==> src/rtl/min_max_tracker_pkg.sv <==
// Shared constants and state encoding for the
// windowed min/max tracker.
package minmax_pkg;
  localparam int DATA_W = 4;

  typedef enum logic {
    ST_EMPTY = 1'b0,
    ST_ACCUM = 1'b1
  } state_t;
endpackage

==> src/rtl/min_max_tracker_if.sv <==
// Sample-in / window-result-out bundle
// for min_max_tracker.
interface min_max_tracker_if;
  import minmax_pkg::*;

  logic              in_valid;
  logic [DATA_W-1:0] in_data;
  logic              clear;
  logic              out_valid;
  logic [DATA_W-1:0] out_max;
  logic [DATA_W-1:0] out_min;
  logic              out_eq_all;
  logic              busy;

  modport master (
    output in_valid, in_data, clear,
    input  out_valid, out_max, out_min,
    input  out_eq_all, busy
  );

  modport slave (
    input  in_valid, in_data, clear,
    output out_valid, out_max, out_min,
    output out_eq_all, busy
  );
endinterface

==> src/rtl/mag_comp.sv <==
// 4-bit unsigned magnitude comparator.
// Purely combinational.
module mag_comp (
  input  logic [3:0] A,
  input  logic [3:0] B,
  output logic       A_gt_b,
  output logic       A_lt_b,
  output logic       A_eq_b
);
  assign A_gt_b = (A > B);
  assign A_lt_b = (A < B);
  assign A_eq_b = (A == B);
endmodule

==> src/rtl/min_max_tracker.sv <==
// Running max/min/all-equal over windows
// of COUNT accepted samples.
module min_max_tracker
  import minmax_pkg::*;
#(
  parameter int COUNT = 8
) (
  input logic              clk,
  input logic              rst,
  min_max_tracker_if.slave bus
);
  localparam int CW = $clog2(COUNT + 1);
  localparam logic [CW-1:0] LAST = CW'(COUNT);

  state_t            state, state_nxt;
  logic [CW-1:0]     cnt, cnt_nxt;
  logic [DATA_W-1:0] cur_max, cur_min;
  logic [DATA_W-1:0] max_nxt, min_nxt;
  logic              cur_eq, eq_nxt;
  logic              acc, done;

  logic hi_gt, hi_eq, hi_lt_unused;
  logic lo_lt, lo_eq, lo_gt_unused;

  mag_comp cmp_hi (
    .A      (bus.in_data),
    .B      (cur_max),
    .A_gt_b (hi_gt),
    .A_lt_b (hi_lt_unused),
    .A_eq_b (hi_eq)
  );

  mag_comp cmp_lo (
    .A      (bus.in_data),
    .B      (cur_min),
    .A_gt_b (lo_gt_unused),
    .A_lt_b (lo_lt),
    .A_eq_b (lo_eq)
  );

  assign acc = bus.in_valid & ~bus.clear;

  // Datapath: the first sample seeds the window
  always_comb begin
    max_nxt = cur_max;
    min_nxt = cur_min;
    eq_nxt  = cur_eq;
    cnt_nxt = cnt;
    unique case (state)
      ST_EMPTY: begin
        max_nxt = bus.in_data;
        min_nxt = bus.in_data;
        eq_nxt  = 1'b1;
        cnt_nxt = CW'(1);
      end
      ST_ACCUM: begin
        if (hi_gt) max_nxt = bus.in_data;
        if (lo_lt) min_nxt = bus.in_data;
        eq_nxt  = cur_eq & hi_eq & lo_eq;
        cnt_nxt = cnt + CW'(1);
      end
      default: ;
    endcase
    done = acc & (cnt_nxt == LAST);
  end

  always_comb begin
    state_nxt = state;
    if (bus.clear)
      state_nxt = ST_EMPTY;
    else if (bus.in_valid)
      state_nxt = done ? ST_EMPTY : ST_ACCUM;
  end

  always_ff @(posedge clk) begin
    if (rst) begin
      state          <= ST_EMPTY;
      cnt            <= '0;
      cur_max        <= '0;
      cur_min        <= '0;
      cur_eq         <= 1'b0;
      bus.out_valid  <= 1'b0;
      bus.out_max    <= '0;
      bus.out_min    <= '0;
      bus.out_eq_all <= 1'b0;
      bus.busy       <= 1'b0;
    end else begin
      state         <= state_nxt;
      bus.out_valid <= done;
      bus.busy      <= (state_nxt == ST_ACCUM);
      if (bus.clear) begin
        cnt <= '0;
      end else if (acc) begin
        cnt     <= done ? '0 : cnt_nxt;
        cur_max <= max_nxt;
        cur_min <= min_nxt;
        cur_eq  <= eq_nxt;
      end
      if (done) begin
        bus.out_max    <= max_nxt;
        bus.out_min    <= min_nxt;
        bus.out_eq_all <= eq_nxt;
      end
    end
  end
endmodule
==> src/flat_wrapper.sv <==
// flat-port wrapper written by rule: the top's interface ports become plain ports
module min_max_tracker_flat import minmax_pkg::*;
#(
  parameter int COUNT = 8
)
  (clk, rst, bus_in_valid, bus_in_data, bus_clear, bus_out_valid, bus_out_max, bus_out_min, bus_out_eq_all, bus_busy);
  min_max_tracker_if bus_i ();
  input logic clk;
  input logic rst;
  input wire logic [$bits(bus_i.in_valid)-1:0] bus_in_valid;
  input wire logic [$bits(bus_i.in_data)-1:0] bus_in_data;
  input wire logic [$bits(bus_i.clear)-1:0] bus_clear;
  output wire logic [$bits(bus_i.out_valid)-1:0] bus_out_valid;
  output wire logic [$bits(bus_i.out_max)-1:0] bus_out_max;
  output wire logic [$bits(bus_i.out_min)-1:0] bus_out_min;
  output wire logic [$bits(bus_i.out_eq_all)-1:0] bus_out_eq_all;
  output wire logic [$bits(bus_i.busy)-1:0] bus_busy;
  assign bus_i.in_valid = bus_in_valid;
  assign bus_i.in_data = bus_in_data;
  assign bus_i.clear = bus_clear;
  assign bus_out_valid = bus_i.out_valid;
  assign bus_out_max = bus_i.out_max;
  assign bus_out_min = bus_i.out_min;
  assign bus_out_eq_all = bus_i.out_eq_all;
  assign bus_busy = bus_i.busy;
  min_max_tracker #(.COUNT(COUNT)) u_core (.clk(clk), .rst(rst), .bus(bus_i));
endmodule
==> config.mk <==
export PLATFORM = sky130hd
export DESIGN_NAME = min_max_tracker_flat
export DESIGN_NICKNAME = d
export VERILOG_FILES = /design/src/rtl/min_max_tracker_pkg.sv /design/src/rtl/min_max_tracker_if.sv /design/src/rtl/mag_comp.sv /design/src/rtl/min_max_tracker.sv /design/src/flat_wrapper.sv
export SDC_FILE = /design/constraint.sdc
export NUM_CORES = 1
export LEC_CHECK = 0
export BUFFER_PORTS_ARGS = -buffer_cell sky130_fd_sc_hd__clkbuf_2
export CAP_MARGIN = 15
export CORE_MARGIN = 2
export CORE_UTILIZATION = 40
export CTS_CLUSTER_DIAMETER = 120
export CTS_CLUSTER_SIZE = 8
export DETAILED_ROUTE_END_ITERATION = 10
export PLACE_DENSITY = 0.68
export RECOVER_POWER = 25
export SETUP_SLACK_MARGIN = 0.5
export SLEW_MARGIN = 20
export SYNTH_ARGS = -nofsm -noshare
export SYNTH_HDL_FRONTEND = slang
export SYNTH_HIERARCHICAL = 1
export SYNTH_SLANG_ARGS = --single-unit
==> constraint.sdc <==
create_clock -name clk -period 2.2 [get_ports clk]
set_input_delay 0.22 -clock clk [delete_from_list [all_inputs] [get_ports clk]]
set_output_delay 0.22 -clock clk [all_outputs]
set_load 0.03 [all_outputs]
Yosys cells after proc, flatten, opt, wreduce, memory -nomap -nowiden
Cells that the tools add are included.
{ "word_totals": {"ff_bits": 24, "elab_cells": 31} }
{ "classes": {"addsub": 1, "order_cmp": 2, "n_eq_ne": 3, "mux": 8, "bitwise": 6, "reduce_logical": 2} }
{ "op_table": {"columns": ["op", "n"], "rows": [
  ["$pmux W4 S2", 3],
  ["$mux W4", 3],
  ["$eq A4 B4 Y1", 2],
  ["$add A4 B1 Y4 const B", 1],
  ["$and A1 B1 Y1", 4],
  ["$eq A4 B4 Y1 const B", 1],
  ["$gt A4 B4 Y1", 1],
  ["$lt A4 B4 Y1", 1],
  ["$not A1 Y1", 2],
  ["$pmux W1 S2", 1],
  ["$reduce_and A2 Y1", 1],
  ["$reduce_or A2 Y1", 1],
  ["$mux W1", 1]
]} }

Longest topological paths before layout
Gate-level depths: netlist (run 1).
{ "depth": {"depth_word": 5, "mapped_depth": 10, "ltp_nobuf": 9} }

By module
The synthesis (run 1) kept the hierarchy.
{ "by_module_without_submodules": {"columns": ["mod", "instances", "cells_each", "area_per_inst_um2", "seq_area_each_um2"], "rows": [
  ["min_max_tracker", 1, 113, 1092.3, 480.5],
  ["mag_comp", 2, 16, 128.9, 0.0]
]} }

Worst setup path after synthesis (run 1)
OpenSTA, ideal clock, no wires.
{ "synth_timing": {"kind": "register to register", "start": "register u_core.cur_min[1]", "end": "register u_core.cur_min[0]", "arrival_ns": 1.588, "path_slack_ns": 0.468, "path_stages_with_launch": 10, "path_buffers": 1, "period_less_slack_ns": 1.732, "path_cell_list": "dfxtp_1 > inv_1 > ha_1 > nor2b_4 > o21bai_4 > and2_1 > nand2b_1 > buf_2 > mux2i_1 > a211oi_1"} }
{ "synth_via": {"elab_chain_cells": 3} }
{ "synth_rtl": {"columns": ["element", "line", "source"], "rows": [
  ["start, declared", "min_max_tracker.sv:17", "logic [DATA_W-1:0] cur_max, cur_min;"],
  ["start signal, assigned", "min_max_tracker.sv:96", "cur_min <= min_nxt;"],
  ["$lt A4 B4 Y1", "mag_comp.sv:11", "assign A_lt_b = (A < B);"],
  ["named net u_core.lo_lt", "min_max_tracker.sv:23", "logic lo_lt, lo_eq, lo_gt_unused;"],
  ["$mux W4", "min_max_tracker.sv:58", "if (lo_lt) min_nxt = bus.in_data;"],
  ["$pmux W4 S2", "min_max_tracker.sv:49", "unique case (state)"]
]} }
The timed path passes the listed nets, and every way through them passes these cells.
A chain may end at the register's enable or synchronous reset.

Final worst setup path (run 1)
{ "layout_timing": {"start": "register u_core.cur_min[2]", "end": "register u_core.bus.out_min[3]"} }
{ "layout_via": {"elab_chain_cells": 3} }
{ "layout_rtl": {"columns": ["element", "line", "source"], "rows": [
  ["$lt A4 B4 Y1", "mag_comp.sv:11", null],
  ["named net u_core.lo_lt", "min_max_tracker.sv:23", null],
  ["$mux W4", "min_max_tracker.sv:58", null],
  ["$pmux W4 S2", "min_max_tracker.sv:49", null],
  ["end signal, assigned", "min_max_tracker.sv:101", "bus.out_min <= min_nxt;"],
  ["end, declared", "min_max_tracker_if.sv:23", "output out_valid, out_max, out_min,"]
]} }
The timed path passes the listed nets, and every way through them passes these cells.

==> impl_metrics.toml, run 1 <==
[status]
status = "completed"

[drt]
drc = 0
vias_per_cell = 5.23
drt_iter0_drc = 46
wl_per_cell_um = 14.7
postRouteAntennaNets = 0
wirelength_um = 3140
drt_first_pass_iters = 4
num_vias = 1115

[clocking]
cts.sinks = 24
clk_path_buf_depth = 2
cts.hold.buffers_added = 0
cts.reportedPaths.clkPinSlew_ns = 0.14
numCtsBuffers = 3
htree_levels = 1
cts-root-buf = "clkbuf_4"
cts_tree = "done"
clk_latency_ns = 0.31

[pwr]
power.leakage_nw = 0.662
power_density_mw_per_mm2 = 508
p_sw_uw = 247
switching_share = 0.276
worst_ir_drop_vdd_mv = 0.368
combPwrFrac = 0.230
p_int_uw = 650
pwr-share-clk = 0.258
seqPwrFrac = 0.512

[timing]
finalCritPeriodShare = 0.810
fmax_mhz = 561
fin_tns_setup_ns = 0
hold_violations = 0
maxSlewViolCount = 0
max_slew_margin = 0.629
rsz0062_at_grt = "true"
finalSetupViolCount = 0
worst_pin_slew_ns = 0.557
fin_crit_ns = 1.78
clock_skew_ns = 0.00787

[min_path]
hold_depth = 2
whs_endpoint = "u_core/cnt[1]"
hold_class = "input pin to flop"
hold_start = "bus_clear"

[critical_path]
start_kind = "flop"
path_class = "flop to flop"
reg2reg_to = "u_core/bus.out_min[3]"
critPathCaptureType = "flop"
rrSetupSlack_ns = 0.42
crit_required_ns = 2.43
worstPathArrival_ns = 2.01
cp_max_fo = 6
cp_slowest_cell = "dfxtp_2"
worst-path-stages = 9
cpLargestDelayFamily = "simple AND/OR/NAND/NOR gates"
cpPeakStageDelay_ns = 0.37
reg2reg_from = "u_core/cur_min[2]"
r2r_cells = 9
path_cells = "inv_2 > ha_4 > nand2_2 > o21bai_4 > and2_4 > nand2b_4 > buf_4 > mux2i_1 > a211oi_2"
crit_buf_inv = 2

[floorplan]
ioPinCount = 19
die_w_um = 61.8
initial_core_util = 0.430
coreArea_mm2 = 0.00310
fp.dieH_um = 61.8
rows = 20
die_area_mm2 = 0.00382

[grt]
gr-total-overflow = 0
grt_max_degree = 23
grtUsageTotal = 0.179
antenna_found_initial = 0
grt_pass1_wl_um = 5110
grt_pass1_vias = 1050

[synthesis]
netlist_area_mm2 = 0.00134
ys_warn_count = 6
syn-num-nets = 160
syn_avg_cell_area_um2 = 9.34
synthCells = 143

[cells_and_area]
final_util = 0.569
drive_gt1_frac = 0.462
finalNetCount = 187
area_growth_pct = 32.2
final_cell_mix = "dfxtp_1, a21oi_1, clkbuf_2, nor2_1, buf_4"
n_antenna_cell = 0
final_common_cell = "dfxtp_1"

[flow_run]
cap_violations = 0

[placement]
portBuffers = 18
gp_congestion = 0.791
dpl.hpwl_um = 2030
[area by class of cell]
type	count	area, µm²
fillers	286	1340
multi-input cells	102	965
flip-flops and latches	24	490
repair buffers	30	185
well taps	44	55.1
clock buffers	4	36.3
inverters	9	33.8
[routing by layer]
metal,share of wire,vias up,GRT usage
li1,-,561,-
met1,0.50,532,0.260
met2,0.47,20,0.290
met3,0.026,2,0.0166
met4,0.0054,0,0.0365
met5,0,-,0
[timing repair]
item                                    in CTS  in global routing
resized for setup                           32                 10
pin swaps                                   10                 10
setup buffers                                6                  4
endpoints found under the setup margin      15                 16
[how the worst max path moves through the flow]
stage	slack, ns	from	end
6_report	0.42	u_core/cur_min[2]	u_core/bus.out_min[3]
5_1_grt	0.36	u_core/cur_min[1]	u_core/bus.out_min[3]
4_1_cts	0.47	u_core/cur_max[2]	u_core/bus.out_max[1]
3_5_place_dp	0.29	bus_in_data[3]	u_core/cur_max[0]
3_3_place_gp	0.28	bus_in_data[3]	u_core/cur_max[1]
2_1_floorplan	0.51	u_core/cur_min[3]	u_core/cur_min[0]
[metrics by stage]
step	instance area (µm²)	hold slack [ns]	worst slack (ns)	instances	total power, mW
detailed placement	1450	0.468	0.285	199	0.603
finish	1770	0.133	0.417	213	0.897
floorplan	1340	0.288	0.509	143	0.569
CTS	1680	0.131	0.470	209	0.874
global placement	1450	0.459	0.279	199	0.598
global route	1770	0.130	0.357	213	0.943
[sequential cells by signal, summed over array words and instances, names as in the netlist]
name / cells
u_core/state: 1
u_core/bus.out_valid: 1
u_core/cur_min: 4
u_core/cur_eq: 1
u_core/cur_max: 4
u_core/cnt: 4
u_core/bus.out_eq_all: 1
u_core/bus.out_max: 4
u_core/bus.out_min: 4
[power groups by stage]
stage | Sequential [mW] | Clock (mW) | Combinational, mW
2_1_floorplan | 0.467 | 0 | 0.102
3_3_place_gp | 0.467 | 0 | 0.131
3_5_place_dp | 0.468 | 0 | 0.135
4_1_cts | 0.459 | 0.233 | 0.182
5_1_grt | 0.462 | 0.258 | 0.224
6_report | 0.460 | 0.231 | 0.206
(Power assumes the default switching activity.)
==> inputs of run 2 (changes only) <==
- clock period: 2.2 -> 1.7 ns (I/O delays scaled with it)
==> impl_metrics.toml, run 2 (synthesis results as in run 1) <==
[status]
status = "complete, but fails checks"
violations = "setup timing"

[clocking]
numCtsBuffers = 3
clk_latency_ns = 0.32
cts_tree = "done"
cts.reportedPaths.clkPinSlew_ns = 0.14
clk_path_buf_depth = 2
cts-root-buf = "clkbuf_4"
htree_levels = 1
cts.sinks = 24
cts.hold.buffers_added = 0

[floorplan]
rows = 20
fp.dieH_um = 61.8
die_area_mm2 = 0.00382
initial_core_util = 0.430
ioPinCount = 19
die_w_um = 61.8
coreArea_mm2 = 0.00310

[min_path]
whs_endpoint = "u_core/cnt[2]"
hold_class = "input pin to flop"
hold_start = "bus_clear"
hold_depth = 2

[grt]
grt_max_degree = 20
grt_pass1_vias = 1231
grt_pass1_wl_um = 5720
antenna_found_initial = 0
gr-total-overflow = 0
grtUsageTotal = 0.204

[drt]
drt_first_pass_iters = 4
drc = 0
vias_per_cell = 5.26
wl_per_cell_um = 15.9
drt_iter0_drc = 52
postRouteAntennaNets = 0
num_vias = 1200
wirelength_um = 3640

[critical_path]
rrSetupSlack_ns = -0.07
reg2reg_to = "u_core/cur_max[1]"
r2r_cells = 9
crit_required_ns = 1.92
cpPeakStageDelay_ns = 0.36
worstPathArrival_ns = 1.99
path_cells = "inv_2 > ha_4 > nand2_4 > o21bai_4 > a21oi_2 > nand2b_4 > buf_6 > mux2i_4 > a211oi_2"
critPathCaptureType = "flop"
crit_buf_inv = 2
worst-path-stages = 9
path_class = "flop to flop"
cp_slowest_cell = "dfxtp_2"
cpLargestDelayFamily = "compound AO/OA/AOI/OAI gates"
start_kind = "flop"
reg2reg_from = "u_core/cur_max[3]"
cp_max_fo = 3

[placement]
gp_congestion = 0.899
pre_cts_slack_ns = -0.0511
placed_area_mm2 = 0.00163
portBuffers = 18
dpl.hpwl_um = 2210

[timing]
worst_pin_slew_ns = 0.384
fmax_mhz = 564
hold_violations = 0
fin_crit_ns = 1.77
max_slew_margin = 0.745
finalSetupViolCount = 9
worst_slack_ns = -0.0735
finalCritPeriodShare = 1.04
rsz0062_at_grt = "true"
maxSlewViolCount = 0
clock_skew_ns = 0.00710

[cells_and_area]
final_common_cell = "buf_4"
final_area_mm2 = 0.00199
finalNetCount = 202
final_cell_mix = "buf_4, clkbuf_2, dfxtp_1, a211oi_2, a21oi_1"
area_growth_pct = 49.1
n_antenna_cell = 0
drive_gt1_frac = 0.620

[pwr]
worst_ir_drop_vdd_mv = 0.682
total_power_mw = 1.27
power_density_mw_per_mm2 = 638
power.leakage_nw = 0.770

[flow_run]
cap_violations = 0
-- run 2: what timing repair did --
item / in CTS / in global routing
buffers inserted: 7 / 2
hold endpoints to repair: 0 / 0
resized for setup: 46 / 11
pin swaps: 17 / 8
endpoints found under the setup margin: 21 / 22
-- run 2: layout make-up --
class / count / area [µm²]
Tap cell: 44 / 55.1
Fill cell: 254 / 1110
Sequential cell: 24 / 498
Inverter: 9 / 33.8
Timing Repair Buffer: 45 / 325
Multi-Input combinational cell: 102 / 1030
Clock buffer: 4 / 47.5
-- run 2: worst reg2reg max path, cell delays in order, from the launching register on --
cell and delay, ns:
dfxtp_2 0.36, inv_2 0.05, ha_4 0.28, nand2_4 0.06, o21bai_4 0.16, a21oi_2 0.13
nand2b_4 0.15, buf_6 0.13, mux2i_4 0.27, a211oi_2 0.09
-- run 2: worst max path at each step --
stage	slack, ns	from	end
detailed placement	-0.05	u_core/cur_max[3]	u_core/bus.out_max[1]
CTS	0.006	u_core/cur_max[3]	u_core/cur_max[1]
finish	-0.07	u_core/cur_max[3]	u_core/cur_max[1]
floorplan	0.05	u_core/cur_min[1]	u_core/bus.out_min[2]
global placement	-0.003	u_core/cur_min[1]	u_core/bus.out_min[3]
global route	-0.12	u_core/cur_max[3]	u_core/cur_max[1]
-- run 2: per-stage QoR --
step                      hold slack, ns  std cells  utilization  setup TNS (ns)
after floorplan                    0.238        143            -               0
after global placement             0.408        215        0.525        -0.00264
after detailed placement           0.407        215        0.525          -0.248
after CTS                         0.0569        226        0.631               0
after global routing              0.0652        228        0.642           -1.05
final                             0.0579        228        0.642          -0.299
-- run 2: where the power goes --
group / internal, mW / switching (mW) / total (mW)
Sequential: 0.580 / 0.0155 / 0.595
Clock: 0.180 / 0.181 / 0.360
Combinational: 0.159 / 0.156 / 0.315
Total: 0.918 / 0.352 / 1.27
-- run 2: routing by layer --
layer  vias to the layer above  track usage  part of all wire
li1                        586            -                 -
met1                       588        0.249              0.43
met2                        22        0.373              0.52
met3                         4       0.0518             0.037
met4                         0       0.0243            0.0074
met5                         -            0                 0
